`src/rtl/config_frame_pkg.sv`:
```
// Shared types and header field layout for the column configuration frame loader.
package config_frame_pkg;

  localparam int DATA_W    = 32;
  localparam int COL_LSB   = 8;
  localparam int COL_W     = 8;
  localparam int FRAME_LSB = 0;
  localparam int FRAME_W   = 5;

  typedef enum logic [2:0] {
    IDLE,
    LOAD,
    CHECK,
    STROBE,
    HOLD
  } state_e;

  typedef struct packed {
    logic [COL_W-1:0]   col;
    logic [FRAME_W-1:0] frame;
  } hdr_t;

  function automatic hdr_t decode_header(input logic [DATA_W-1:0] word);
    hdr_t h;
    h.col   = word[COL_LSB +: COL_W];
    h.frame = word[FRAME_LSB +: FRAME_W];
    return h;
  endfunction

endpackage

```
`src/rtl/frame_strobe_decoder.sv`:
```
// Combinational column/frame decoder: one-hot strobe vector plus a range-valid flag.
module frame_strobe_decoder
  import config_frame_pkg::*;
#(
  parameter int NumColumns      = 8,
  parameter int MaxFramesPerCol = 20
) (
  input  logic [COL_W-1:0]                        col_i,
  input  logic [FRAME_W-1:0]                      frame_i,
  input  logic                                    en_i,
  output logic [NumColumns*MaxFramesPerCol-1:0]   strobe_o,
  output logic                                    valid_o
);

  assign valid_o = (int'(col_i) < NumColumns) && (int'(frame_i) < MaxFramesPerCol);

  always_comb begin
    // NOTE: every output of a combinational block gets a default first, so no path leaves it unassigned and no latch is inferred.
    strobe_o = '0;
    if (en_i && valid_o) begin
      strobe_o[int'(col_i)*MaxFramesPerCol + int'(frame_i)] = 1'b1;
    end
  end

endmodule

```
`src/rtl/config_frame_loader.sv`:
```
// Assembles one frame per row from a header+data word stream and fires a single FrameStrobe.
// Optional trailing XOR check word is enabled by defining FRAME_LOADER_PARITY_EN.
module config_frame_loader
  import config_frame_pkg::*;
#(
  parameter int FrameBitsPerRow = 32,
  parameter int MaxFramesPerCol = 20,
  parameter int NumRows         = 16,
  parameter int NumColumns      = 8
) (
  input  logic                                   CLK,
  input  logic                                   resetn,
  input  logic [DATA_W-1:0]                      WriteData,
  input  logic                                   WriteValid,
  output logic                                   WriteReady,
  output logic [NumRows*FrameBitsPerRow-1:0]     FrameData,
  output logic [NumColumns*MaxFramesPerCol-1:0]  FrameStrobe,
  output logic                                   Busy,
  output logic                                   Error,
  input  logic                                   ErrorClear
);

  localparam int FrameW  = NumRows * FrameBitsPerRow;
  localparam int StrobeW = NumColumns * MaxFramesPerCol;
  localparam int CntW    = (NumRows > 1) ? $clog2(NumRows) : 1;

  state_e              state_q, state_d;
  logic [CntW-1:0]     cnt_q, cnt_d;
  hdr_t                hdr_q, hdr_d;
  logic [FrameW-1:0]   shadow_q, shadow_d;
  logic [FrameW-1:0]   frame_q, frame_d;
  logic [StrobeW-1:0]  strobe_q, strobe_d;
  logic                error_q, error_d;

  logic                accept;
  logic                last_word;
  logic                commit;
  logic                err_set;
  hdr_t                dec_hdr;
  logic [StrobeW-1:0]  dec_strobe;
  logic                dec_valid;

  assign WriteReady  = (state_q == IDLE) || (state_q == LOAD) || (state_q == CHECK);
  assign Busy        = (state_q != IDLE);
  assign accept      = WriteValid && WriteReady;
  assign last_word   = (cnt_q == CntW'(NumRows - 1));
  assign FrameData   = frame_q;
  assign FrameStrobe = strobe_q;
  assign Error       = error_q;

  // In IDLE the incoming word is range-checked as a header; afterwards the stored header drives the decoder.
  assign dec_hdr = (state_q == IDLE) ? decode_header(WriteData) : hdr_q;

  frame_strobe_decoder #(
    .NumColumns      (NumColumns),
    .MaxFramesPerCol (MaxFramesPerCol)
  ) u_decoder (
    .col_i    (dec_hdr.col),
    .frame_i  (dec_hdr.frame),
    .en_i     (state_q != IDLE),
    .strobe_o (dec_strobe),
    .valid_o  (dec_valid)
  );

`ifdef FRAME_LOADER_PARITY_EN
  logic [DATA_W-1:0] parity_q, parity_d;

  always_comb begin
    parity_d = parity_q;
    if (accept && state_q == IDLE) begin
      parity_d = '0;
    end else if (accept && state_q == LOAD) begin
      parity_d = parity_q ^ WriteData;
    end
  end

  always_ff @(posedge CLK or negedge resetn) begin
    if (!resetn) begin
      parity_q <= '0;
    end else begin
      parity_q <= parity_d;
    end
  end
`endif

  always_comb begin
    state_d  = state_q;
    cnt_d    = cnt_q;
    hdr_d    = hdr_q;
    shadow_d = shadow_q;
    commit   = 1'b0;
    err_set  = 1'b0;

    case (state_q)
      IDLE: begin
        if (accept) begin
          hdr_d   = dec_hdr;
          cnt_d   = '0;
          err_set = !dec_valid;
          state_d = LOAD;
        end
      end

      LOAD: begin
        if (accept) begin
          shadow_d[int'(cnt_q)*FrameBitsPerRow +: FrameBitsPerRow] = WriteData;
          cnt_d = cnt_q + 1'b1;
          if (last_word) begin
`ifdef FRAME_LOADER_PARITY_EN
            state_d = CHECK;
`else
            commit  = dec_valid;
            state_d = dec_valid ? STROBE : IDLE;
`endif
          end
        end
      end

      CHECK: begin
`ifdef FRAME_LOADER_PARITY_EN
        if (accept) begin
          if (WriteData == parity_q) begin
            commit  = dec_valid;
            state_d = dec_valid ? STROBE : IDLE;
          end else begin
            err_set = 1'b1;
            state_d = IDLE;
          end
        end
`else
        state_d = IDLE;
`endif
      end

      STROBE:  state_d = HOLD;
      HOLD:    state_d = IDLE;
      default: state_d = IDLE;
    endcase

    // commit uses shadow_d so the final row written this cycle lands in FrameData together with the strobe.
    frame_d  = commit ? shadow_d : frame_q;
    strobe_d = commit ? dec_strobe : '0;
    error_d  = err_set | (error_q & ~ErrorClear);
  end

  always_ff @(posedge CLK or negedge resetn) begin
    // NOTE: state registers use non-blocking assignments so every flop samples pre-edge values regardless of statement order.
    if (!resetn) begin
      state_q  <= IDLE;
      cnt_q    <= '0;
      hdr_q    <= '0;
      frame_q  <= '0;
      strobe_q <= '0;
      error_q  <= 1'b0;
    end else begin
      state_q  <= state_d;
      cnt_q    <= cnt_d;
      hdr_q    <= hdr_d;
      frame_q  <= frame_d;
      strobe_q <= strobe_d;
      error_q  <= error_d;
    end
  end

  // NOTE: the shadow is fully rewritten before any commit, so it carries no reset and maps onto plain enable flops.
  always_ff @(posedge CLK) begin
    shadow_q <= shadow_d;
  end

endmodule

```
`config.mk`:
```
export PLATFORM = sky130hd
export DESIGN_NAME = config_frame_loader
export DESIGN_NICKNAME = d
export VERILOG_FILES = /design/src/rtl/config_frame_pkg.sv /design/src/rtl/frame_strobe_decoder.sv /design/src/rtl/config_frame_loader.sv
export SDC_FILE = /design/constraint.sdc
export NUM_CORES = 2
export LEC_CHECK = 0
export CORE_MARGIN = 3
export CORE_UTILIZATION = 35
export CTS_BUF_LIST = sky130_fd_sc_hd__clkbuf_16
export DETAILED_ROUTE_END_ITERATION = 12
export PLACE_DENSITY = 0.66
export SLEW_MARGIN = 20
export SYNTH_ARGS = -nofsm -noshare
export SYNTH_HDL_FRONTEND = slang
export SYNTH_SLANG_ARGS = --single-unit
```
`constraint.sdc`:
```
create_clock -name CLK -period 4 [get_ports CLK]
set_clock_uncertainty 0.05 [all_clocks]
set_input_delay 0.6 -clock CLK [delete_from_list [all_inputs] [get_ports CLK]]
set_output_delay 0.6 -clock CLK [all_outputs]
set_load 0.1 [all_outputs]
```
==> run metrics <==
CTS clk-pin slew, worst paths about 0.06 ns; clk_lat worst skew approximately 0.75 ns; Min-Delay Path Class in2reg; antenna violations before repair 19; die width around 360 microns; RR Startpoint state_q[1]; Setup violations, final 0; post-synthesis cell area 43480 sq um; first-pass GRT wire length ~230 mm; Total Routing Usage GR approximately 25%; Root Driver clkbuf_16; vias in the first global route 34360; final wirelength ~160 mm; Arrival @ worst endpoint 4.38 ns; routed length per instance roughly 24 microns; Area Overhead vs Synth 31.15%; TritonCTS clock tree yes; Pwr Total between 50 and 60 mW; gr ovfl total 0; nature of the critical path startpoint flop; # rows roughly 130; final hold violation count 0; Post-Syn Instances ~4300; critical path type reg2reg; CP required between 4 and 5 ns; LEAKAGE ~26 nW; syn nets ~4400; Starting Density 35.49%; H-tree depth 4; Slew @ Worst Pin ~1.2 ns; Final ANT Viol Nets 0; post-route minimum period 3.830 ns; Max-Cap Viols 0; deepest clock path buffer count 3; peak supply drop roughly 1.6 mV; worst setup path start state_q[1]; Max-Slew Margin vs Limit between 20 and 25%; Yosys reg bits 1205; crit end category flop; average size of a mapped cell ~10 sq um; Synth cell types 53; vias per inst around 5.2; via count 35230; DRC violations left 0; sequential area share after synthesis approximately 63%; Pre-antenna DRT Iters 9; Inserted Clock Buffers 130; RSZ-0062 raised after global routing no; number of port buffers 710; hold path start WriteData[14]; number of synthesized flops with an enable pin 0; asr flop ratio synth between 50% and 60%; layout cell share with drive strength beyond 1 about an eighth; CORE AREA 122500 sq um; HPWL Detailed 108.8 mm; io pins around 710; Chip Height about 360 microns; status finished clean; Sink Count around 1200; Critical Path Fanout Max 32; Nets ~5000; Slew Limit Fails 0; GPL Wtd Cong just under 0.9; fmax 0.2611 GHz; Primary FF master, synth dfrtp_1; largest net degree at the start of global routing about 120; Tcrit/Tclk final roughly 96%; DR iter-0 viols 3199; Synth warnings 0; die area about 130000 sq um; PD cells between 900 and 1000 nW/um^2; worst hold slack about 0.27 ns
Yosys cell counts (6+ instances only):
cell / n / area, sq um
mux2i_1: 9 / 90.09
or2_2: 36 / 225.2
and3_1: 16 / 100.1
nand4_1: 50 / 312.8
buf_1: 20 / 75.07
nor4_1: 8 / 50.05
a31oi_1: 388 / 2427
nand2_1: 925 / 3472
xor2_1: 8 / 70.07
nand3_1: 314 / 1572
nor2_1: 468 / 1757
nand2b_1: 6 / 37.54
dfrtp_1: 693 / 17340
mux2_2: 187 / 2106
o21ai_0: 79 / 395.4
a21oi_1: 23 / 115.1
clkbuf_1: 250 / 938.4
dfxtp_1: 512 / 10250
ha_1: 14 / 175.2
buf_2: 68 / 340.3
nor3_1: 118 / 590.6
and2_1: 58 / 362.9
inv_1: 31 / 116.4
o2111ai_1: 6 / 52.55
layer usage:
layer  track usage [%]  vias up  part of all wire, %
met1             31.94    17530                   41
met5                 0        -                0.027
li1                  -    15980                    -
met4             12.56        6                  5.1
met2             38.72     1379                   47
met3             5.489      330                  7.4
sequential cells by signal, summed over array words and instances (netlist names):
name and count:
FrameData 512, shadow_q 512, FrameStrobe 160, hdr_q 13
cnt_q 4, state_q 3, Error 1
worst max-delay path, stage by stage (launching register included):
cell	delay [ns]
dfrtp_1	0.45
nor3_4	0.23
buf_4	0.18
mux2i_2	0.29
inv_1	0.07
ha_1	0.28
ha_1	0.23
fa_1	0.48
xor2_2	0.19
buf_4	0.16
and3_1	0.20
or2_2	0.29
a31oi_2	0.24
buf_12	0.23
nor3_1	0.08
power breakdown:
part	total [mW]	internal [mW]	switching (mW)
Clock	11.6	6.50	5.13
Sequential	16.8	15.1	1.73
Combinational	25.8	6.09	19.7
placed cells by master (no fill, tap or decap), types with 4 or more instances in the layout:
master | netlist | final
nand2_1 | 925 | 924
dfrtp_1 | 693 | 692
clkdlybuf4s50_1 | 0 | 684
dfxtp_1 | 512 | 512
nor2_1 | 468 | 466
a31oi_1 | 388 | 387
nand3_1 | 314 | 308
mux2_2 | 187 | 187
clkbuf_16 | 0 | 131
buf_4 | 2 | 117
nor3_1 | 118 | 115
o21ai_0 | 79 | 79
inv_1 | 31 | 67
and2_1 | 58 | 56
nand4_1 | 50 | 50
or2_2 | 36 | 36
buf_12 | 0 | 32
clkinv_1 | 0 | 25
a21oi_1 | 23 | 23
buf_2 | 68 | 23
clkinv_2 | 0 | 19
ha_1 | 14 | 13
and3_1 | 16 | 12
mux2i_1 | 9 | 8
nor4_1 | 8 | 8
diode_2 | 0 | 7
bufinv_16 | 0 | 7
nand2b_1 | 6 | 6
xor2_1 | 8 | 6
nand3_2 | 0 | 6
inv_6 | 0 | 6
a31o_2 | 5 | 5
o2111ai_4 | 0 | 4
and3_2 | 0 | 4
clkinv_16 | 0 | 4
clkinvlp_4 | 0 | 4
kinds of logic (layout without fill, tap and decap cells):
logic type                 count (synthesis)  after routing  share of synthesized area (%)
and+or+nand+nor                         2018           2018                          19.93
DFF                                     1205           1205                          63.45
AOI/OAI and AO/OA                        520            520                          7.329
buffers and inverters                    374           1130                          3.450
muxes                                    196            196                          5.050
adders and majority gates                 16             16                         0.4949
xor gates and xnor gates                  13             13                         0.2935
other                                      0              7                              0
area by class of cell:
type | instances | area [sq um]
Clock inverter | 109 | 855.8
Sequential cell | 1205 | 27590
Antenna cell | 7 | 17.52
Timing Repair Buffer | 859 | 8521
Clock buffer | 131 | 3278
Inverter | 31 | 116.4
Fill cell | 11300 | 65490
Multi-Input combinational cell | 2763 | 14610
Tap cell | 1625 | 2033
metrics by stage:
stage	util (%)	TNS (ns)	std cells	setup slack, ns	cell area, sq um
2_1_floorplan	-	0	4342	0.04157	43500
3_3_place_gp	43.12	0	6480	0.06205	52830
3_5_place_dp	43.13	-4.018	6481	-0.1201	52840
4_1_cts	46.51	0	6722	0.02018	56980
5_1_grt	46.54	0	6727	0.008650	57020
6_report	46.55	0	6730	0.1700	57030
worst paths after layout:
check	depth (start not counted)	to	slack [ns]
worst min-delay path	3	shadow_q[334]	0.27
min in group asynchronous	2	FrameData[338]	0.49
worst min register to register	2	shadow_q[333]	0.39
max in group asynchronous	3	FrameData[260]	2.20
worst max-delay path	14	FrameStrobe[139]	0.17
worst max register to register	14	FrameStrobe[139]	0.17
timing repair:
item / 4_1_cts / 5_1_grt
setup buffers: 0 / 1
hold buffers: 1 / 0
resized for setup: 0 / 3
setup endpoints to repair: 0 / 148
hold endpoints to repair: 76 / 0
(Power assumes the default switching activity.)
